[src/rtl/lsu_subword.sv]
// Load/store unit that adds byte and halfword access on top of a word-only
// data memory: sign/zero-extending loads, read-modify-write sub-word stores,
// access checking at accept time, and a core stall while a request is busy.
module lsu_subword #(
  parameter int MEM_WORDS   = 256,
  parameter int WAIT_CYCLES = 0
) (
  input  logic        clk,
  input  logic        rst_n,
  input  logic        req_valid,
  input  logic        req_we,
  input  logic [2:0]  req_funct3,
  input  logic [31:0] req_addr,
  input  logic [31:0] req_wdata,
  output logic        req_ready,
  output logic        stall,
  output logic        resp_valid,
  output logic [31:0] resp_rdata,
  output logic        resp_err,
  output logic        mem_read,
  output logic        mem_write,
  output logic [31:0] mem_addr,
  output logic [31:0] mem_wdata,
  input  logic [31:0] mem_rdata
);

  typedef enum logic [2:0] {
    S_IDLE   = 3'd0,
    S_RD     = 3'd1,
    S_RMW_RD = 3'd2,
    S_WR     = 3'd3,
    S_DONE   = 3'd4
  } state_t;

  // Last value of the per-phase counter; each memory phase is held this+1 cycles.
  localparam logic [3:0]  LAST_CNT  = 4'(WAIT_CYCLES);
  localparam logic [31:0] WORDS_LIM = 32'(MEM_WORDS);

  state_t      state_q, state_d;
  logic [3:0]  cnt_q, cnt_d;

  // Request captured on the accept edge; inputs are ignored afterwards.
  logic        we_q;
  logic [2:0]  f3_q;
  logic [31:0] addr_q;
  logic [31:0] wdata_q;
  logic        err_q;

  logic [31:0] merge_q, merge_d;
  logic [31:0] rdata_q, rdata_d;

  logic        accept;
  logic        req_err;
  logic        f3_legal;
  logic        f3_store_bad;
  logic        misaligned;
  logic        out_of_range;
  logic        in_mem_phase;
  logic        phase_last;
  logic [7:0]  lane_byte;
  logic [15:0] lane_half;
  logic [31:0] load_word;
  logic [31:0] store_word;

  assign accept       = (state_q == S_IDLE) && req_valid;
  assign in_mem_phase = (state_q == S_RD) || (state_q == S_RMW_RD) || (state_q == S_WR);
  assign phase_last   = (cnt_q == LAST_CNT);
  assign resp_rdata   = rdata_q;

  // Access check on the live request inputs, used only on the accept edge.
  always_comb begin
    f3_legal     = (req_funct3 == 3'b000) || (req_funct3 == 3'b001) ||
                   (req_funct3 == 3'b010) || (req_funct3 == 3'b100) ||
                   (req_funct3 == 3'b101);
    f3_store_bad = req_we && req_funct3[2];
    misaligned   = ((req_funct3[1:0] == 2'b01) && req_addr[0]) ||
                   ((req_funct3 == 3'b010) && (req_addr[1:0] != 2'b00));
    out_of_range = ({2'b00, req_addr[31:2]} >= WORDS_LIM);
    req_err      = !f3_legal || f3_store_bad || misaligned || out_of_range;
  end

  // State register and phase counter.
  always_ff @(posedge clk or negedge rst_n) begin
    if (!rst_n) begin
      state_q <= S_IDLE;
      cnt_q   <= 4'd0;
    end else begin
      state_q <= state_d;
      cnt_q   <= cnt_d;
    end
  end

  // Next-state logic; the counter restarts at zero whenever a new state is entered.
  always_comb begin
    state_d = state_q;
    unique case (state_q)
      S_IDLE: begin
        if (req_valid) begin
          if (req_err)                     state_d = S_DONE;
          else if (!req_we)                state_d = S_RD;
          else if (req_funct3 == 3'b010)   state_d = S_WR;
          else                             state_d = S_RMW_RD;
        end
      end
      S_RD:     if (phase_last) state_d = S_DONE;
      S_RMW_RD: if (phase_last) state_d = S_WR;
      S_WR:     if (phase_last) state_d = S_DONE;
      S_DONE:   state_d = S_IDLE;
      default:  state_d = S_IDLE;
    endcase
    cnt_d = (in_mem_phase && (state_d == state_q)) ? cnt_q + 4'd1 : 4'd0;
  end

  // Request latch, merge word and load result registers.
  always_ff @(posedge clk or negedge rst_n) begin
    if (!rst_n) begin
      we_q    <= 1'b0;
      f3_q    <= 3'd0;
      addr_q  <= 32'd0;
      wdata_q <= 32'd0;
      err_q   <= 1'b0;
      merge_q <= 32'd0;
      rdata_q <= 32'd0;
    end else begin
      if (accept) begin
        we_q    <= req_we;
        f3_q    <= req_funct3;
        addr_q  <= req_addr;
        wdata_q <= req_wdata;
        err_q   <= req_err;
      end
      merge_q <= merge_d;
      rdata_q <= rdata_d;
    end
  end

  // Lane extraction and sign/zero extension of the word returned by memory.
  always_comb begin
    lane_byte = mem_rdata[{addr_q[1:0], 3'b000} +: 8];
    lane_half = addr_q[1] ? mem_rdata[31:16] : mem_rdata[15:0];
    unique case (f3_q[1:0])
      2'b00:   load_word = {{24{!f3_q[2] && lane_byte[7]}}, lane_byte};
      2'b01:   load_word = {{16{!f3_q[2] && lane_half[15]}}, lane_half};
      default: load_word = mem_rdata;
    endcase
  end

  // Write-word assembly: each byte lane takes either new store data or the old word.
  for (genvar gi = 0; gi < 4; gi++) begin : g_lane
    logic       lane_hit;
    logic [7:0] lane_src;
    assign lane_hit = (f3_q[1:0] == 2'b00) ? (addr_q[1:0] == 2'(gi))
                                           : (addr_q[1] == 1'(gi / 2));
    assign lane_src = (f3_q[1:0] == 2'b00) ? wdata_q[7:0] : wdata_q[8*(gi%2) +: 8];
    assign store_word[8*gi +: 8] = (f3_q == 3'b010) ? wdata_q[8*gi +: 8]
                                 : (lane_hit ? lane_src : merge_q[8*gi +: 8]);
  end

  // Merge capture at the end of the RMW read, and load result update rules.
  always_comb begin
    merge_d = merge_q;
    rdata_d = rdata_q;
    if ((state_q == S_RMW_RD) && phase_last) merge_d = mem_rdata;
    if ((state_q == S_RD) && phase_last)        rdata_d = load_word;
    else if (accept && req_err)                 rdata_d = 32'd0;
    else if ((state_q == S_WR) && phase_last)   rdata_d = 32'd0;
  end

  // Handshake and memory strobes decoded from the current state.
  always_comb begin
    req_ready  = (state_q == S_IDLE);
    stall      = accept || in_mem_phase;
    resp_valid = (state_q == S_DONE);
    resp_err   = (state_q == S_DONE) && err_q;
    mem_read   = (state_q == S_RD) || (state_q == S_RMW_RD);
    mem_write  = (state_q == S_WR) && phase_last;
    mem_addr   = in_mem_phase ? {addr_q[31:2], 2'b00} : 32'd0;
    mem_wdata  = (state_q == S_WR) ? store_word : 32'd0;
  end

endmodule

[config.mk]
export PLATFORM = sky130hd
export DESIGN_NAME = lsu_subword
export DESIGN_NICKNAME = d
export VERILOG_FILES = /design/src/rtl/lsu_subword.sv
export SDC_FILE = /design/constraint.sdc
export NUM_CORES = 1
export LEC_CHECK = 0
export ABC_AREA = 1
export CAP_MARGIN = 30
export CORE_MARGIN = 4
export CORE_UTILIZATION = 40
export DETAILED_ROUTE_END_ITERATION = 10
export DONT_BUFFER_PORTS = 1
export SYNTH_ARGS = -nofsm -noshare
export SYNTH_HDL_FRONTEND = slang
export SYNTH_SLANG_ARGS = --single-unit
[constraint.sdc]
create_clock -name clk -period 2.3 [get_ports clk]
set_clock_uncertainty 0.2 [all_clocks]
set_input_delay 0.345 -clock clk [delete_from_list [all_inputs] [get_ports clk]]
set_output_delay 0.345 -clock clk [all_outputs]
set_load 0.03 [all_outputs]
==> impl_metrics.py <==
metrics = {
    "status": {
        "outcome": "complete, but fails checks",
        "violations": "negative hold slack, negative setup slack",
    },
    "die": {
        "start_util_pct": 41.1,
        "rows": 48,
        "die_area_sq_um": 20200,
        "die_w_microns": 142,
        "pin_count": 205,
        "die_h_microns": 142,
        "core_area_sq_um": 17500,
    },
    "place": {
        "numPortBuffers": 0,
        "dpl.hpwl_mm": 15.3,
        "dp_cells": 1181,
        "place_congestion": 0.837,
        "pre_cts_ws_ns": 0.155,
    },
    "clocking": {
        "cts_buffers": 17,
        "htree_levels": 4,
        "cts_hold_buf": 100,
        "cts.sinks": 139,
        "cts_root_buf": "clkbuf_16",
        "worst_skew_pair.late_latency_ns": 0.42,
        "clkTransAtPathRegs_ns": 0.06,
        "tritoncts": "yes",
        "cts_buffer_depth": 2,
    },
    "timing": {
        "fin_crit_sh_pct": 109,
        "whs_ns": -0.580,
        "post-route-min-period_ns": 2.50,
        "worst_pin_slew_ns": 0.612,
        "final_hold_viol_count": 139,
        "setup-violations-final": 32,
        "setup_tns_ns": -3.40,
        "slew_violations": 0,
        "clock.fmax_ghz": 0.400,
        "rsz0062_at_grt": "yes",
        "max-slew-margin-rel_pct": 59.0,
        "fin_ws_ns": -0.202,
    },
    "route": {
        "first_iter_violations": 408,
        "dr.pass1.iters": 9,
        "viasPerCell": 5.09,
        "wl_mm": 23.2,
        "postRouteAntennaNets": 0,
        "routedWlPerCell_microns": 17.4,
        "via_count": 6786,
        "drcViolationCount": 0,
    },
    "synthesis": {
        "ys_types": 33,
        "synth_area_sq_um": 7190,
        "yosys_warnings": 0,
        "synthTopCellsByArea": "dfrtp_1 (48%), nand2_1 (16%), o21ai_0 (6.8%)",
        "ys.flop_type": "dfrtp_1",
        "synth.largest_area_cell": "dfrtp_1",
        "yosysTopAreaCellShare_pct": 48.4,
        "syn_avg_cell_area_sq_um": 7.66,
        "synthArstFlopShare_pct": 100,
        "syn_inst": 939,
        "synth_seq_cells": 139,
        "synth_edf_count": 0,
        "ys_seq_area_share_pct": 48.4,
    },
    "critical_path": {
        "cp.arrival_ns": 1.96,
        "critPathTopFamily": "buffers and inverters",
        "crit_fanout": 8,
        "slowest_stage": "dfrtp_1",
        "required_ns": 1.75,
        "cp-end-kind": "output port",
        "startpoint_type": "register",
        "cpPeakStageDelay_ns": 0.41,
        "worstSetupPathType": "reg -> out",
        "path_cells": "clkinvlp_4 -> buf_4 -> o21ai_0 -> nand3_2 -> o211ai_1 -> inv_1 -> buf_12",
        "crit_buf_inv": 4,
    },
    "hold_path": {
        "hold_class": "in -> async",
    },
    "power_and_ir_drop": {
        "pwr_density_cell_nw_per_um2": 673,
        "peakVddDrop_mv": 0.549,
        "leakagePower_nw": 4.91,
    },
    "global_routing": {
        "grt_max_degree": 140,
        "antenna_found_initial": 0,
        "gr-usage-all-layers_pct": 22.8,
        "busiest_layer": "met2",
        "gr-usage-met3_pct": 5.17,
        "use_met1_pct": 28.9,
        "met2_usage_pct": 38.5,
        "grt_pass1_wl_mm": 36.2,
        "grt_overflow": 0,
        "grt_pass1_vias": 6926,
    },
    "finish": {
        "layout_common_cells": "nand2_1 (306), dfrtp_1 (136), dlygate4sd3_1 (100)",
        "synthToLayoutAreaGrowth_pct": 36.4,
        "fillers": 1605,
        "final_cells": 1333,
        "final_common_cell": "nand2_1",
        "layout.nets": 1199,
        "final_layout_size_suffix_gt1_share_pct": 17.9,
    },
    "run": {
        "drv_cap": 0,
    },
}
[power by group]
part           internal, W  leakage [nW]  switching, W  total [W]
logic             0.000461          2.98      0.000664    0.00112
registers          0.00260          1.65      0.000105    0.00271
clock network      0.00162         0.279       0.00115    0.00277
total              0.00468          4.91       0.00192    0.00660
[what timing repair did]
item                       4_1_cts  5_1_grt
setup endpoints to repair       63       63
hold endpoints to repair       263      139
pin swaps                        3        4
resized for setup               40       31
setup buffers                    4       12
gates cloned                     1        2
[state kept, by name, summed over array words and instances, names as in the netlist]
| name | cells |
|---|---|
| addr_q | 32 |
| merge_q | 32 |
| resp_rdata | 32 |
| wdata_q | 32 |
| cnt_q | 4 |
| f3_q | 3 |
| state_q | 3 |
| err_q | 1 |
[layer usage]
metal | vias up | routed length, microns
li1 | 3329 | -
met1 | 3213 | 9640
met2 | 210 | 11700
met3 | 34 | 1500
met4 | 0 | 425
met5 | - | 0
[worst reg2reg max path, cell delays in order (launching register included)]
cell and delay, ns:
dfrtp_1 0.42, buf_4 0.19, nor2_4 0.13, inv_2 0.08
nor2_1 0.13, inv_2 0.06, o211ai_4 0.50, o211ai_2 0.19
nand2_1 0.10
[cell families after synthesis]
group,after synthesis,synth area share [%]
other,1,0.0522
and+or+nand+nor,470,26.7
DFF,139,48.4
AOI/OAI and AO/OA,159,14.3
muxes,7,0.975
xor gates and xnor gates,2,0.244
buffers and inverters,159,9.03
adders and majority gates,2,0.348
[through the flow]
| step | util (%) | total power, W | cell area [sq um] | hold slack, ns |
|---|---|---|---|---|
| finish | 56.1 | 0.00660 | 9810 | -0.580 |
| CTS | 54.8 | 0.00657 | 9580 | -0.599 |
| detailed placement | 45.0 | 0.00359 | 7860 | -0.146 |
| global placement | 45.0 | 0.00357 | 7860 | -0.146 |
| floorplan | - | 0.00337 | 7190 | -0.151 |
| global route | 56.1 | 0.00690 | 9810 | -0.603 |
[layout make-up]
type                            count  area [sq um]  area share, %
Antenna cell                        1          2.50         0.0255
Clock buffer                       17           425           4.34
Tap cell                          225           282           2.87
Multi-Input combinational cell    642          3180           32.4
Inverter                          104           403           4.11
Sequential cell                   139          3480           35.5
Clock inverter                     15           164           1.67
Timing Repair Buffer              190          1870           19.1
[synthesized netlist by cell type (all sizes together) (2+ instances only)]
| cell | count |
|---|---|
| nand2 | 310 |
| dfrtp | 139 |
| inv | 104 |
| o21ai | 99 |
| nor2 | 81 |
| nand3 | 75 |
| o211ai | 42 |
| clkbuf | 34 |
| buf | 21 |
| o221ai | 14 |
| mux2i | 7 |
| a21oi | 3 |
| nor3 | 3 |
| ha | 2 |
[final timing paths]
kind	startpoint	endpoint	slack [ns]	depth (start not counted)
max	addr_q[1]$_DFFE_PN0P_	mem_wdata[25]	-0.20	7
min	rst_n	resp_rdata[22]$_DFFE_PN0P_	-0.58	0
max reg2reg	f3_q[1]$_DFFE_PN0P_	resp_rdata[26]$_DFFE_PN0P_	0.22	8
min reg2reg	merge_q[0]$_DFFE_PN0P_	merge_q[0]$_DFFE_PN0P_	0.28	2
max in group asynchronous	rst_n	state_q[1]$_DFF_PN0_	2.19	0
min in group clk	mem_rdata[6]	resp_rdata[6]$_DFFE_PN0P_	0.06	4
No activity file was read; power rests on OpenSTA's default activity.
